**config.mk**
```make
export PLATFORM = sky130hd
export DESIGN_NAME = seq_detector_param
export DESIGN_NICKNAME = d
export VERILOG_FILES = /design/src/rtl/seq_detector_param.sv
export SDC_FILE = /design/constraint.sdc
export NUM_CORES = 1
export LEC_CHECK = 0
export ABC_AREA = 0
export CORE_MARGIN = 10
export CORE_UTILIZATION = 49
export DETAILED_ROUTE_END_ITERATION = 8
export GPL_ROUTABILITY_DRIVEN = 0
export GPL_TIMING_DRIVEN = 0
export PLACE_DENSITY = 0.75
export SKIP_LAST_GASP = 1
export SLEW_MARGIN = 25
export SYNTH_ARGS = -nofsm -noshare
export SYNTH_HDL_FRONTEND = slang
export SYNTH_SLANG_ARGS = --single-unit
```
**constraint.sdc**
```tcl
create_clock -name clk -period 4.51 [get_ports clk]
set_input_delay 0.451 -clock clk [delete_from_list [all_inputs] [get_ports clk]]
set_output_delay 0.451 -clock clk [all_outputs]
set_load 0.03 [all_outputs]
```
**src/rtl/seq_detector_param.sv**
```systemverilog
// Run-time programmable serial pattern detector: qualified bit input, selectable
// overlap mode, registered match pulse and a saturating match counter.
module seq_detector_param #(
    parameter  int MAX_LEN = 8,
    parameter  int CNT_W   = 8,
    localparam int LW      = $clog2(MAX_LEN + 1)
) (
    input  logic               clk,
    input  logic               rst,
    input  logic               cfg_we,
    input  logic [MAX_LEN-1:0] cfg_pattern,
    input  logic [LW-1:0]      cfg_len,
    input  logic               cfg_overlap,
    input  logic               in_valid,
    input  logic               in_bit,
    input  logic               cnt_clr,
    output logic               match,
    output logic [CNT_W-1:0]   match_count,
    output logic [LW-1:0]      fill
);

    localparam logic [CNT_W-1:0] CNT_MAX = '1;

    logic [MAX_LEN-1:0] r_pat;
    logic [LW-1:0]      r_len;
    logic               r_ovl;
    logic [MAX_LEN-1:0] r_hist;
    logic [LW-1:0]      r_fill;
    logic               r_match;
    logic [CNT_W-1:0]   r_count;

    logic               w_accept;
    logic [MAX_LEN-1:0] w_hist_next;
    logic [MAX_LEN-1:0] w_mask;
    logic [LW-1:0]      w_fill_next;
    logic [LW-1:0]      w_len_clamped;
    logic               w_hit;

    // A config write owns the cycle, so any bit offered alongside it is dropped.
    assign w_accept    = in_valid && !cfg_we;
    assign w_hist_next = {r_hist[MAX_LEN-2:0], in_bit};

    always_comb begin
        w_mask = '0;
        for (int i = 0; i < MAX_LEN; i++) begin
            w_mask[i] = (i < int'(r_len));
        end
    end

    always_comb begin
        w_fill_next = (r_fill >= r_len) ? r_len : r_fill + LW'(1);
        w_hit       = w_accept && (w_fill_next >= r_len) &&
                      (((w_hist_next ^ r_pat) & w_mask) == '0);
    end

    always_comb begin
        w_len_clamped = cfg_len;
        if (cfg_len == '0) begin
            w_len_clamped = LW'(1);
        end else if (cfg_len > LW'(MAX_LEN)) begin
            w_len_clamped = LW'(MAX_LEN);
        end
    end

    always_ff @(posedge clk or posedge rst) begin
        if (rst) begin
            r_pat   <= MAX_LEN'(13);
            r_len   <= LW'(4);
            r_ovl   <= 1'b0;
            r_hist  <= '0;
            r_fill  <= '0;
            r_match <= 1'b0;
            r_count <= '0;
        end else begin
            if (cfg_we) begin
                r_pat   <= cfg_pattern;
                r_len   <= w_len_clamped;
                r_ovl   <= cfg_overlap;
                r_hist  <= '0;
                r_fill  <= '0;
                r_match <= 1'b0;
            end else if (w_accept) begin
                r_hist  <= w_hist_next;
                // Non-overlapping mode restarts the fill so the next hit needs len fresh bits.
                r_fill  <= (w_hit && !r_ovl) ? '0 : w_fill_next;
                r_match <= w_hit;
            end else begin
                r_match <= 1'b0;
            end

            if (cnt_clr) begin
                r_count <= '0;
            end else if (w_hit && (r_count != CNT_MAX)) begin
                r_count <= r_count + CNT_W'(1);
            end
        end
    end

    assign match       = r_match;
    assign match_count = r_count;
    assign fill        = r_fill;

endmodule

```
==> results of run 1 <==
==> power by group through the flow <==
stage / Combinational (mW) / Clock [mW] / Sequential (mW)
finish: 0.256 / 0.230 / 0.347
global route: 0.294 / 0.250 / 0.351
CTS: 0.258 / 0.236 / 0.347
detailed placement: 0.257 / 0 / 0.352
global placement: 0.242 / 0 / 0.350
floorplan: 0.159 / 0 / 0.367
==> metrics by stage <==
| step | utilization (%) | total power [mW] |
|---|---|---|
| global route | 64.8 | 0.895 |
| finish | 64.8 | 0.833 |
| CTS | 64.8 | 0.841 |
| global placement | 62.2 | 0.591 |
| floorplan | - | 0.526 |
| detailed placement | 62.2 | 0.610 |
==> logic make-up (layout without fill, tap and decap cells) <==
family	count (synthesis)	count (layout)	share of synthesized area, %
AO/OA/AOI/OAI	36	36	12.2
multiplexers	18	18	10.6
flip-flops	33	33	46.1
XOR/XNOR	11	11	5.35
adder cells (fa/ha/maj)	10	10	6.94
AND/OR/NAND/NOR	50	50	14.7
buffers and inverters	17	53	4.03
==> layout by cell type (no fill, tap or decap), types with 3 or more instances in the layout <==
cell and n:
clkdlybuf4s50_1 28, dfrtp_1 29, mux2_2 9, xor2_1 8
nor2_1 16, dfstp_2 4, clkbuf_8 6, o21ai_0 16
nand2b_1 3, nand2_1 12, ha_1 10, xnor2_1 3
nand3_1 5, a21oi_1 8, clkbuf_1 5, or3_1 5
inv_1 10, mux2i_1 9
==> critical path: stages, from the launching register on <==
cell       delay (ps)
dfstp_2           570
inv_1             120
ha_1              300
nand2_1            60
o21ai_1           380
mux2i_1           270
inv_1              60
ha_1              270
a2111oi_0          80
nor4b_1           620
nand4bb_4         190
buf_6             180
o31a_1            230
o21ba_2           210
==> final cells by class <==
class | instances | area (µm²) | share of cell area, %
plain buffers | 6 | 31.3 | 1.40
flip-flops and latches | 33 | 831 | 37.3
inverters | 11 | 41.3 | 1.85
clock buffers | 8 | 90.1 | 4.04
repair buffers | 28 | 280 | 12.6
multi-input cells | 125 | 898 | 40.3
well taps | 46 | 57.6 | 2.58
==> final timing paths <==
check	to	slack, ps
max	match_count[6]	860
min	match_count[0]	500
max reg2reg	match_count[6]	860
min reg2reg	r_pat[6]	530
max in group asynchronous	r_pat[4]	3480
min in group asynchronous	r_pat[1]	590
==> layer usage <==
layer | share of wire [%] | GRT usage (%) | vias up
met1 | 42 | 13.6 | 681
li1 | - | - | 683
met4 | 2.5 | 7.57 | 0
met3 | 5.1 | 3.67 | 11
met5 | 0 | 0 | -
met2 | 50 | 22.5 | 28
==> flip-flops by register name (all words and copies together) (netlist names) <==
register and cells:
fill 4, r_ovl 1, match_count 8, r_len 4, r_hist 7, r_pat 8, match 1
==> run summary, run 1 <==
Leak: 0.988 nW
Final Hold Viols: 0
Syn_nets: 204
Yosys cell types: 38
Int Power: 566 µW
Root buffer cell: clkbuf_8
Fill count: 278
Final net count: 239
Clk_skew: 4.88 ps
GRT Overall Usage: 12.9%
Status: complete, no violations
Max-slew violations: 0
DR pass1 iterations: 4
Final Non-Filler Cells: 257
Via density: 5.46
Reg clk slew, reported paths: 70 ps
Seq pwr share: 41.7%
Final instance area: 2230 µm²
Final wirelength: 3900 µm
Top cell type's share of synthesized area: 40.3%
Share of cells above drive strength 1: 11.8%
Crit path launch: r_len[2]
Max IR drop VDD: 178 µV
Worst Path Max Fanout: 10
Core area: 3440 µm²
Detail Route Antenna Nets: 0
CTS tree: yes
Gate power share: 30.7%
Vias in the first global route: 1510
Crit Path Category: flip-flop to flip-flop
Via count: 1403
PortBufs: 28
CP Capture Type: flip-flop
Crit path DAT: 3830 ps
Final HPWL DP: 3000 µm
Worst setup margin: 861 ps
FF-to-FF path depth: 13
Setup Buffers After CTS: 0
Placed instance count: 249
Pwr dens: 373 nW/µm²
EDFF count, synth: 0
Yosys top cell by area: dfrtp_1
Post-Syn Area per Cell: 10.3 µm²
Die Width: 80.6 µm
Top-count cell post-synth: dfrtp_1
Cells after Synth: 175
Initial Util: 52.3%
Min-Delay Path Class: input port to flip-flop
RSZ-0062 raised after global routing: false
Post-synth top cells: dfrtp_1 (29), nor2_1 (16), o21ai_0 (16)
Diode count: 0
Drt initial violations: 50
CTS Sinks: 33
WL per Instance: 15.2 µm
WP data required: 4690 ps
Tightest Pin Transition: 686 ps
Antenna violations before repair: 0
Worst skew pair latency: 290 ps
Worst r2r src: r_len[2]
CTS resizes: 0
Period utilization: 80.9%
P&R area growth vs syn: 23.8%
Pre-CTS setup slack: 879 ps
Clock Path Buffers: 2
Slew headroom: 54.2%
Total CTS buffers: 5
Fin crit period: 3650 ps
Dominant synthesized flop cell: dfrtp_1
Psw: 266 µW
Clock group share of total power: 27.6%
Top cells by area, synth: dfrtp_1 (40%), ha_1 (6.9%), dfstp_2 (5.8%)
Hold Crit Depth: 2
DR DRC count: 0
CTS H-tree depth: 2
Crit path launch type: flip-flop
# rows: 21
Synth Cell Area: 1800 µm²
Ys async rst share: 100%
Largest net degree at the start of global routing: 34
Die H: 80.6 µm
FMAX: 274 MHz
Post-route setup TNS: 0 ps
Final Setup Violations: 0
Switching Share: 32.0%
Grt total ovfl: 0
Area post-placement: 2140 µm²
Top Ports: 32
Hold slack: 503 ps
Max-cap violations: 0
Sequential share of the synthesized area: 46.1%
Yosys reg bits: 33
Die area: 6500 µm²
Min-delay src: cnt_clr
Yosys warnings: 0
# hold bufs at CTS: 0
Global-route wire length before repair: 6690 µm
Power figures use the tool's default switching activity.
==> run 2: changes to the inputs <==
Clock period 4.51 ns to 3.8 ns, I/O delays scaled along.
==> run summary, run 2 (same netlist as run 1, synthesis figures left out) <==
Top layer in use: met4
Min-Delay Path Class: input port to flip-flop
WP data required: 3980 ps (-710 ps)
Crit Path Category: flip-flop to flip-flop
Post-route setup TNS: 0 ps (unchanged)
Tightest Pin Transition: 686 ps (+0.256 ps)
Top Ports: 32 (unchanged)
Final Hold Viols: 0 (unchanged)
Vias in the first global route: 1510 (unchanged)
Met3 wire length: 208 µm (+4.5%)
Worst R2R Setup Slack: 450 ps (-410 ps)
RSZ-0062 raised after global routing: false
Crit-path cells: inv_1, ha_1, nand2_1, o21ai_2, mux2i_1, inv_1, ha_1, a2111oi_0, nor4b_2, nand4bb_4, buf_6, o31a_1, o21ba_2
Critical path depth in cells: 13 (unchanged)
Clock group share of total power: 27.4% (-0.2 points)
FMAX: 298 MHz (+8.9%)
Status: complete, no violations
Setup Buffers After CTS: 0 (unchanged)
Period utilization: 88.2% (+7.3 points)
Die Width: 80.6 µm (unchanged)
Clock Path Buffers: 2 (unchanged)
Drt initial violations: 71 (+42%)
Core area: 3440 µm² (unchanged)
M1 WL: 1640 µm (about the same)
Max-slew violations: 0 (unchanged)
Slew headroom: 54.2% (about the same)
CTS tree: yes
Commonest cells after routing, fill and taps aside: dfrtp_1 (29), clkdlybuf4s50_1 (28), o21ai_0 (16), nor2_1 (16), nand2_1 (12)
Pwr dens: 444 nW/µm² (+19%)
Max-cap violations: 0 (unchanged)
Crit path launch type: flip-flop
Met2 WL: 1970 µm (+0.20%)
# hold bufs at CTS: 0 (unchanged)
Worst Path Max Fanout: 10 (unchanged)
Final Setup Violations: 0 (unchanged)
Via density: 5.46 (unchanged)
Global-route wire length before repair: 6690 µm (unchanged)
Total CTS buffers: 5 (unchanged)
Seq pwr share: 41.4% (-0.3 points)
Final net count: 239 (unchanged)
Crit path max-delay family: compound AO/OA/AOI/OAI gates
CP bufs+invs: 3 (unchanged)
Largest net degree at the start of global routing: 34 (unchanged)
FF-to-FF End: match_count[6]
Reg clk slew, reported paths: 70 ps (about the same)
Worst skew pair latency: 290 ps (about the same)
WL per Instance: 15.2 µm (+0.33%)
Min-delay src: cnt_clr
CTS Sinks: 33 (unchanged)
Worst r2r src: r_len[2]
FF-to-FF path depth: 13 (unchanged)
Share of cells above drive strength 1: 12.8% (+0.95 points)
DR DRC count: 0 (unchanged)
Detail Route Antenna Nets: 0 (unchanged)
CP Capture Type: flip-flop
Root buffer cell: clkbuf_8
Crit path DAT: 3530 ps (-300 ps)
Final HPWL DP: 3000 µm (unchanged)
# rows: 21 (unchanged)
Antenna violations before repair: 0 (unchanged)
Commonest non-fill, non-tap cell in the layout: dfrtp_1
Die area: 6500 µm² (unchanged)
Switching Share: 32.1% (+0.17 points)
CTS resizes: 0 (unchanged)
Grt total ovfl: 0 (unchanged)
P&R area growth vs syn: 24.3%
Diode count: 0 (unchanged)
PortBufs: 28 (unchanged)
Max IR drop VDD: 212 µV (+19%)
Slowest cell on the critical path: dfstp_2
CTS H-tree depth: 2 (unchanged)
DR pass1 iterations: 4 (unchanged)
Design Power: 995 µW (+19%)
Leak: 0.992 nW (+0.35%)
GRT Overall Usage: 12.9% (unchanged)
Initial Util: 52.3% (unchanged)
Final wirelength: 3920 µm (+0.33%)
Largest stage delay on the critical path: 570 ps (-50 ps)
Hold endpoint: match_count[0]
Gate power share: 31.2% (+0.5 points)
Int Power: 675 µW (+19%)
Via count: 1403 (unchanged)
Hold Crit Depth: 2 (unchanged)
Die H: 80.6 µm (unchanged)
Fin crit period: 3350 ps (-299 ps)
Clk_skew: 4.79 ps (-0.0877 ps)
Psw: 320 µW (+20%)
Fill count: 279 (+0.36%)
-- run 2: power by group through the flow --
stage               registers [mW]  clock network [mW]  logic, mW
floorplan                    0.435                   0      0.189
global placement             0.415                   0      0.287
detailed placement           0.418                   0      0.305
CTS                          0.412               0.280      0.306
global route                 0.417               0.297      0.356
finish                       0.412               0.272      0.310
-- run 2: worst max path at each step --
stage | endpoint | slack, ps | startpoint
final | match_count[6] | 450 | r_len[2]
after global routing | fill[2] | 100 | r_len[2]
after CTS | match_count[6] | 150 | r_len[2]
after detailed placement | match_count[6] | 170 | r_len[2]
after global placement | match_count[6] | 290 | r_len[2]
after floorplan | match_count[6] | 420 | fill[0]
-- run 2: layout make-up --
| cell class | count | area (µm²) | area share (%) |
|---|---|---|---|
| well taps | 46 | 57.6 | 2.57 |
| plain buffers | 6 | 31.3 | 1.40 |
| clock buffers | 8 | 90.1 | 4.02 |
| flip-flops and latches | 33 | 831 | 37.1 |
| multi-input cells | 125 | 908 | 40.6 |
| repair buffers | 28 | 280 | 12.5 |
| inverters | 11 | 41.3 | 1.84 |
-- run 2: worst register-to-register path: stages, from the launching register on --
cell and delay [ps]:
dfstp_2 570, inv_1 120, ha_1 300, nand2_1 70, o21ai_2 260, mux2i_1 260, inv_1 60, ha_1 270
a2111oi_0 110, nor4b_2 450, nand4bb_4 170, buf_6 170, o31a_1 230, o21ba_2 210
-- run 2: metrics by stage --
step | cell area [µm²] | hold slack, ps | instances | util, % | setup WS (ps)
detailed placement | 2140 | 518 | 249 | 62.2 | 169
global route | 2240 | 454 | 257 | 65.1 | 99.7
floorplan | 1800 | 434 | 175 | - | 417
finish | 2240 | 433 | 257 | 65.1 | 450
CTS | 2230 | 418 | 257 | 64.8 | 148
global placement | 2140 | 514 | 249 | 62.2 | 288
-- run 2: per-layer routing --
layer,global-route usage [%],vias up
met1,13.6,680
met3,3.67,11
met5,0,-
li1,-,682
met2,22.5,30
met4,7.57,0
